## src/rtl/i2c_pkg.sv

```systemverilog
`default_nettype none
// +--------------------------------------------------------------------------+
// | Module      : i2c_pkg                                                    |
// | Description : Shared constants for the 7-bit I2C target: state codes,    |
// |               ACK/NACK bus levels, R/W bit values and byte width.        |
// | Revision    : 1.0 - initial release                                      |
// +--------------------------------------------------------------------------+
package i2c_pkg;

    localparam int I2C_BYTE_W = 8;

    // Bus level of the ninth (acknowledge) bit
    localparam logic I2C_ACK  = 1'b0;
    localparam logic I2C_NACK = 1'b1;

    // Value of the R/W bit in the address byte
    localparam logic RW_WRITE = 1'b0;
    localparam logic RW_READ  = 1'b1;

    // Target state machine encoding
    localparam logic [2:0] c_st_idle     = 3'd0;
    localparam logic [2:0] c_st_addr     = 3'd1;
    localparam logic [2:0] c_st_addr_ack = 3'd2;
    localparam logic [2:0] c_st_wr_data  = 3'd3;
    localparam logic [2:0] c_st_wr_ack   = 3'd4;
    localparam logic [2:0] c_st_rd_data  = 3'd5;
    localparam logic [2:0] c_st_rd_ack   = 3'd6;
    localparam logic [2:0] c_st_ignore   = 3'd7;

endpackage
`default_nettype wire

```

## src/rtl/i2c_line_sync.sv

```systemverilog
`default_nettype none
// +--------------------------------------------------------------------------+
// | Module      : i2c_line_sync                                              |
// | Description : Synchronizes the SCL/SDA pins into the clk domain and      |
// |               reports SCL edges plus START/STOP conditions. Flops reset  |
// |               to 1 so a reset never fabricates a bus event.              |
// | Revision    : 1.0 - initial release                                      |
// +--------------------------------------------------------------------------+
module i2c_line_sync #(
    parameter int SYNC_STAGES = 2
) (
    input  logic clk,
    input  logic rst_n,
    input  logic scl_i,
    input  logic sda_i,
    output logic sda,
    output logic scl_rise,
    output logic scl_fall,
    output logic start_det,
    output logic stop_det
);

    logic [SYNC_STAGES-1:0] r_scl_sync;
    logic [SYNC_STAGES-1:0] r_sda_sync;
    logic                   r_scl_d;
    logic                   r_sda_d;
    logic                   w_scl;
    logic                   w_sda;

    assign w_scl = r_scl_sync[SYNC_STAGES-1];
    assign w_sda = r_sda_sync[SYNC_STAGES-1];

    // Synchronizer chains plus one history flop for edge detection
    always_ff @(posedge clk or negedge rst_n) begin
        if (!rst_n) begin
            r_scl_sync <= '1;
            r_sda_sync <= '1;
            r_scl_d    <= 1'b1;
            r_sda_d    <= 1'b1;
        end else begin
            r_scl_sync <= {r_scl_sync[SYNC_STAGES-2:0], scl_i};
            r_sda_sync <= {r_sda_sync[SYNC_STAGES-2:0], sda_i};
            r_scl_d    <= w_scl;
            r_sda_d    <= w_sda;
        end
    end

    // START/STOP qualify on SCL high in both the current and previous sample
    assign sda       = w_sda;
    assign scl_rise  =  w_scl & ~r_scl_d;
    assign scl_fall  = ~w_scl &  r_scl_d;
    assign start_det =  w_scl &  r_scl_d &  r_sda_d & ~w_sda;
    assign stop_det  =  w_scl &  r_scl_d & ~r_sda_d &  w_sda;

endmodule
`default_nettype wire

```

## src/rtl/i2c_target.sv

```systemverilog
`default_nettype none
// +--------------------------------------------------------------------------+
// | Module      : i2c_target                                                 |
// | Description : 7-bit addressed I2C target. ACKs OWN_ADDR, delivers       |
// |               written bytes on rx_data/rx_valid. Defining the macro      |
// |               I2C_TARGET_READ_EN builds the read path (tx_data/tx_req);  |
// |               otherwise read requests are NACKed.                        |
// | Revision    : 1.0 - initial release                                      |
// +--------------------------------------------------------------------------+
module i2c_target
    import i2c_pkg::*;
#(
    parameter logic [6:0] OWN_ADDR    = 7'h42,
    parameter int         SYNC_STAGES = 2
) (
    input  logic                  clk,
    input  logic                  rst_n,
    input  logic                  scl_i,
    input  logic                  sda_i,
    output logic                  sda_oe,
    output logic [I2C_BYTE_W-1:0] rx_data,
    output logic                  rx_valid,
    input  logic [I2C_BYTE_W-1:0] tx_data,
    output logic                  tx_req,
    output logic                  addr_match,
    output logic                  busy
);

    logic                  w_sda;
    logic                  w_scl_rise;
    logic                  w_scl_fall;
    logic                  w_start;
    logic                  w_stop;
    logic [2:0]            r_state;
    logic [2:0]            r_bit_cnt;
    logic [I2C_BYTE_W-2:0] r_shift;
    logic                  r_drive;
    logic [I2C_BYTE_W-1:0] w_byte;
    logic                  w_addr_hit;

    i2c_line_sync #(
        .SYNC_STAGES (SYNC_STAGES)
    ) u_line_sync (
        .clk       (clk),
        .rst_n     (rst_n),
        .scl_i     (scl_i),
        .sda_i     (sda_i),
        .sda       (w_sda),
        .scl_rise  (w_scl_rise),
        .scl_fall  (w_scl_fall),
        .start_det (w_start),
        .stop_det  (w_stop)
    );

    // Byte as it stands once the current bit is shifted in
    assign w_byte = {r_shift, w_sda};

`ifdef I2C_TARGET_READ_EN
    logic                  r_rw;
    logic                  r_load;
    logic [I2C_BYTE_W-2:0] r_tx_shift;
    assign w_addr_hit = (w_byte[7:1] == OWN_ADDR);
`else
    // Without the read path a read to our address is simply not acknowledged
    logic w_unused_tx;
    assign w_unused_tx = ^tx_data;
    assign w_addr_hit  = (w_byte[7:1] == OWN_ADDR) && (w_byte[0] == RW_WRITE);
`endif

    // Protocol FSM; r_drive is the SDA pull request, re-timed once into sda_oe
    always_ff @(posedge clk or negedge rst_n) begin
        if (!rst_n) begin
            r_state    <= c_st_idle;
            r_bit_cnt  <= 3'd0;
            r_shift    <= '0;
            r_drive    <= 1'b0;
            sda_oe     <= 1'b0;
            rx_data    <= '0;
            rx_valid   <= 1'b0;
            tx_req     <= 1'b0;
            addr_match <= 1'b0;
            busy       <= 1'b0;
`ifdef I2C_TARGET_READ_EN
            r_rw       <= RW_WRITE;
            r_load     <= 1'b0;
            r_tx_shift <= '0;
`endif
        end else begin
            rx_valid <= 1'b0;
            tx_req   <= 1'b0;
            sda_oe   <= r_drive;
            if (w_start) begin
                r_state    <= c_st_addr;
                r_bit_cnt  <= 3'd0;
                r_drive    <= 1'b0;
                addr_match <= 1'b0;
                busy       <= 1'b1;
`ifdef I2C_TARGET_READ_EN
                r_load     <= 1'b0;
`endif
            end else if (w_stop) begin
                r_state    <= c_st_idle;
                r_drive    <= 1'b0;
                addr_match <= 1'b0;
                busy       <= 1'b0;
`ifdef I2C_TARGET_READ_EN
                r_load     <= 1'b0;
`endif
            end else begin
                case (r_state)
                    c_st_addr: begin
                        if (w_scl_rise) begin
                            r_shift   <= w_byte[I2C_BYTE_W-2:0];
                            r_bit_cnt <= r_bit_cnt + 3'd1;
                            if (r_bit_cnt == 3'd7) begin
                                if (w_addr_hit) begin
                                    r_state    <= c_st_addr_ack;
                                    addr_match <= 1'b1;
`ifdef I2C_TARGET_READ_EN
                                    r_rw       <= w_byte[0];
`endif
                                end else begin
                                    r_state <= c_st_ignore;
                                end
                            end
                        end
                    end
                    // First fall pulls SDA for the ACK, second fall ends it
                    c_st_addr_ack: begin
                        if (w_scl_fall) begin
                            if (!r_drive) begin
                                r_drive <= 1'b1;
                            end else begin
                                r_drive <= 1'b0;
                                r_state <= c_st_wr_data;
`ifdef I2C_TARGET_READ_EN
                                if (r_rw == RW_READ) begin
                                    r_state    <= c_st_rd_data;
                                    r_tx_shift <= tx_data[I2C_BYTE_W-2:0];
                                    r_drive    <= ~tx_data[I2C_BYTE_W-1];
                                    tx_req     <= 1'b1;
                                end
`endif
                            end
                        end
                    end
                    c_st_wr_data: begin
                        if (w_scl_rise) begin
                            r_shift   <= w_byte[I2C_BYTE_W-2:0];
                            r_bit_cnt <= r_bit_cnt + 3'd1;
                            if (r_bit_cnt == 3'd7) begin
                                rx_data  <= w_byte;
                                rx_valid <= 1'b1;
                                r_state  <= c_st_wr_ack;
                            end
                        end
                    end
                    c_st_wr_ack: begin
                        if (w_scl_fall) begin
                            r_drive <= ~r_drive;
                            if (r_drive) begin
                                r_state <= c_st_wr_data;
                            end
                        end
                    end
`ifdef I2C_TARGET_READ_EN
                    // r_load marks the fall that ends an initiator ACK
                    c_st_rd_data: begin
                        if (w_scl_fall) begin
                            if (r_load) begin
                                r_load     <= 1'b0;
                                r_tx_shift <= tx_data[I2C_BYTE_W-2:0];
                                r_drive    <= ~tx_data[I2C_BYTE_W-1];
                                tx_req     <= 1'b1;
                            end else begin
                                r_tx_shift <= {r_tx_shift[I2C_BYTE_W-3:0], 1'b0};
                                r_drive    <= ~r_tx_shift[I2C_BYTE_W-2];
                            end
                        end else if (w_scl_rise) begin
                            r_bit_cnt <= r_bit_cnt + 3'd1;
                            if (r_bit_cnt == 3'd7) begin
                                r_state <= c_st_rd_ack;
                            end
                        end
                    end
                    c_st_rd_ack: begin
                        if (w_scl_fall) begin
                            r_drive <= 1'b0;
                        end else if (w_scl_rise) begin
                            if (w_sda == I2C_ACK) begin
                                r_state <= c_st_rd_data;
                                r_load  <= 1'b1;
                            end else begin
                                r_state <= c_st_ignore;
                            end
                        end
                    end
`endif
                    default: ;
                endcase
            end
        end
    end

endmodule
`default_nettype wire

```

## config.mk

```make
export PLATFORM = sky130hd
export DESIGN_NAME = i2c_target
export DESIGN_NICKNAME = d
export VERILOG_FILES = /design/src/rtl/i2c_pkg.sv /design/src/rtl/i2c_line_sync.sv /design/src/rtl/i2c_target.sv
export SDC_FILE = /design/constraint.sdc
export NUM_CORES = 1
export LEC_CHECK = 0
export ABC_AREA = 0
export BUFFER_PORTS_ARGS = -buffer_cell sky130_fd_sc_hd__buf_2
export CAP_MARGIN = 0
export CORE_AREA = 2 2 60 62
export DETAILED_ROUTE_END_ITERATION = 12
export DIE_AREA = 0 0 62 64
export GPL_TIMING_DRIVEN = 1
export SYNTH_ARGS = -nofsm -noshare
export SYNTH_HDL_FRONTEND = slang
export SYNTH_SLANG_ARGS = --single-unit
```

## constraint.sdc

```tcl
create_clock -name clk -period 2.16 [get_ports clk]
set_input_delay 0.432 -clock clk [delete_from_list [all_inputs] [get_ports clk]]
set_output_delay 0.432 -clock clk [all_outputs]
set_load 0.005 [all_outputs]
```

==> impl_metrics.env <==
export IMPL_cts_root_buf="clkbuf_4"
export IMPL_ir_drop_uv=400
export IMPL_yosysSeqAreaShare_pct=60.4
export IMPL_p_per_area_nw_per_um2=1030
export IMPL_cp_end_kind="flop"
export IMPL_path_cells="and4bb_2 -> nand3_2 -> mux2_2"
export IMPL_drt_iter0_markers=14
export IMPL_grt_pass1_vias=802
export IMPL_p_comb_share_pct=19.4
export IMPL_cp_slowest_cell="dfstp_2"
export IMPL_routed_wl_mm=2.03
export IMPL_num_rows=21
export IMPL_synth_seq_cells=32
export IMPL_grt_start_max_net_pins=33
export IMPL_port_buffers=15
export IMPL_clock_latency_ns=0.34
export IMPL_cp_required_ns=2.39
export IMPL_pin_count=25
export IMPL_start_util_pct=40.8
export IMPL_multi_input_area_sq_um=483
export IMPL_skew_ns=0.00624
export IMPL_crit_end="rx_data[6]$_DFFE_PN0P_"
export IMPL_num_vias=794
export IMPL_netlist_instances=102
export IMPL_yosysTopAreaCell="dfrtp_1"
export IMPL_max_slew_margin_pct=53.6
export IMPL_track_usage_pct=12.9
export IMPL_clk_pin_slew_ns=0.10
export IMPL_critPathLaunchType="flop"
export IMPL_drtAntennaViolNets=0
export IMPL_synthXorXnorAreaFrac_pct=1.96
export IMPL_synth_area_sq_um=1340
export IMPL_area_growth_pct=13.0
export IMPL_critical_path_startpoint="u_line_sync.r_scl_sync[1]$_DFF_PN1_"
export IMPL_core_area_sq_um=3280
export IMPL_antenna_found_initial=0
export IMPL_maxCapViolCount=0
export IMPL_synth_compound_area_share_pct=5.79
export IMPL_r2r_start="u_line_sync.r_scl_sync[1]$_DFF_PN1_"
export IMPL_rsz0062_at_grt="no"
export IMPL_dieArea_sq_um=3970
export IMPL_synth_avg_cell_area_sq_um=13.1
export IMPL_fin_crit_ns=1.68
export IMPL_hpwl_mm=1.38
export IMPL_drcViolationCount=0
export IMPL_maxSlewViolCount=0
export IMPL_synth_top_family_by_area="multiplexers"
export IMPL_period_share_pct=77.7
export IMPL_routedWlPerCell_microns=12.2
export IMPL_htreeDepth=2
export IMPL_seq_area_sq_um=808
export IMPL_max_freq_mhz=596
export IMPL_power_internal_mw=1.08
export IMPL_path_class="flop to flop"
export IMPL_synth_fp_nets=116
export IMPL_leakage_nw=0.722
export IMPL_timing_hold_ws_ns=0.133
export IMPL_dr_pass1_iters=3
export IMPL_synthTopCellsByArea="dfrtp_1, mux2_2, dfstp_2, nand2_1, xor2_1"
export IMPL_cts_sinks=32
export IMPL_clock_path_buffers=2
export IMPL_outcome="finished, final reports clean"
export IMPL_nNetsFinal=134
export IMPL_r2r_cells=3
export IMPL_die_h_microns=64
export IMPL_crit_cells=3
export IMPL_hold_buffers=0
export IMPL_cp_arrival_ns=1.90
export IMPL_antenna_cells=0
export IMPL_synthMuxAreaShare_pct=14.5
export IMPL_pwr_share_seq_pct=57.0
export IMPL_synthDominantCellAreaShare_pct=48.6
export IMPL_crit_buf_inv=0
export IMPL_grt_pass1_wl_mm=3.62
export IMPL_synthAdderAreaFrac_pct=1.87
export IMPL_synth_cell_types=32
export IMPL_yosysWarnings=0
export IMPL_die_w_microns=62
export IMPL_fin_tns_setup_ns=0
export IMPL_cts_resized=0
export IMPL_power_switching_mw=0.474
export IMPL_nFillCells=318
export IMPL_place_congestion=0.751
export IMPL_synthSimpleGateAreaFrac_pct=11.7
export IMPL_setup_viol=0
export IMPL_cts_tree="built"
export IMPL_finalHoldViolCount=0
export IMPL_pwr_share_clk_pct=23.6
export IMPL_drive_gt1_share_pct=42.1
export IMPL_vias_per_cell=4.75
export IMPL_worst_pin_slew_ns=0.696
export IMPL_rrSetupSlack_ns=0.48
export IMPL_r2r_end="rx_data[6]$_DFFE_PN0P_"
export IMPL_grt_ovfl_total=0
export IMPL_cp_max_fo=10
export IMPL_p_sw_share_pct=30.5
export IMPL_post_cts_buffers=0
export IMPL_cpPeakStageDelay_ns=0.58
export IMPL_finalPower_mw=1.55
export IMPL_hold_path_class="primary input to asynchronous set/reset pin"
export IMPL_critPathTopFamily="simple AND/OR/NAND/NOR gates"
export IMPL_cts_buffers=5
==> cell type report <==
| class | count | share of cell area (%) |
|---|---|---|
| clock buffers | 6 | 3.39 |
| clock inverters | 2 | 0.993 |
| inverters | 4 | 0.993 |
| multi-input cells | 61 | 31.9 |
| flip-flops and latches | 32 | 53.4 |
| well taps | 46 | 3.80 |
| repair buffers | 16 | 5.46 |
==> cell usage after synthesis <==
master     instances
xor2_1             3
conb_1             1
nor4b_2            1
ha_1               2
a2bb2oi_1          1
mux2_2            15
nor4b_1            1
a32o_1             1
a31oi_1            1
and2b_1            1
o2111ai_1          1
nand3_1            2
buf_2              2
mux2_4             1
nand3_2            1
dfstp_2            6
mux2i_1            1
buf_4              3
a21oi_1            2
nand2_1           10
nand3b_1           1
and4bb_2           1
inv_1              4
nor3b_1            1
or3b_2             1
and2_1             2
o21ai_0            5
or2_2              1
a32oi_1            1
nor2_1             2
dfrtp_1           26
nor3_1             1
==> cell families (layout without fill, tap and decap cells) <==
family,after synthesis,after routing
other,1,1
XOR/XNOR,3,3
buffers and inverters,9,28
flip-flops,32,32
multiplexers,17,17
AO/OA/AOI/OAI,12,12
adder cells (fa/ha/maj),2,2
AND/OR/NAND/NOR,26,26
==> state kept, by name, indices dropped and copies added (netlist names), 2 cells and up <==
signal,cells
rx_data,8
r_bit_cnt,3
u_line_sync.r_sda_sync,2
r_state,3
r_shift,7
u_line_sync.r_scl_sync,2
==> metal layers <==
metal / GRT usage (%) / routed length (microns) / vias up
li1: - / - / 390
met1: 16.6 / 966 / 383
met2: 17.4 / 909 / 15
met3: 5.47 / 99 / 6
met4: 7.98 / 55 / 0
met5: 0 / 0 / -
==> how the worst min path moves through the flow <==
stage | cells after the start | to | slack, ns
floorplan | 0 | addr_match$_DFFE_PN0P_ | 0.14
global placement | 0 | u_line_sync.r_scl_sync[1]$_DFF_PN1_ | 0.35
detailed placement | 0 | u_line_sync.r_scl_sync[1]$_DFF_PN1_ | 0.35
CTS | 1 | r_shift[0]$_DFFE_PN0P_ | 0.13
global route | 1 | u_line_sync.r_scl_sync[0]$_DFF_PN1_ | 0.14
finish | 1 | rx_data[3]$_DFFE_PN0P_ | 0.13
==> metrics by stage <==
stage / instances / setup WS (ns) / area [sq um] / util, %
final: 167 / 0.482 / 1510 / 46.1
after global routing: 167 / 0.374 / 1510 / 46.1
after CTS: 167 / 0.448 / 1510 / 46.1
after detailed placement: 159 / 0.478 / 1450 / 44.0
after global placement: 159 / 0.512 / 1450 / 44.0
after floorplan: 102 / 0.658 / 1340 / -
==> cells in the final DEF (no fill, tap or decap), types with 2 or more instances in the layout <==
master / count
buf_2: 15
nor2_1: 2
clkbuf_4: 5
dfstp_2: 6
nand2_1: 10
xor2_1: 3
o21ai_0: 5
clkinvlp_4: 2
dfrtp_1: 26
and2_1: 2
nand3_1: 2
inv_1: 4
mux2_2: 15
ha_1: 2
a21oi_1: 2
==> worst register-to-register path, delay by kind of cell, from the launching register on <==
family        cells  cell delay (ns)
mux               1             0.35
simple gates      2             0.64
flops             1             0.58
==> power by group through the flow <==
stage	combinational [mW]	sequential [mW]	clock (mW)
finish	0.301	0.886	0.366
global route	0.342	0.916	0.419
CTS	0.306	0.887	0.388
detailed placement	0.305	0.900	0
global placement	0.292	0.888	0
floorplan	0.267	0.843	0
(Power assumes the default switching activity.)
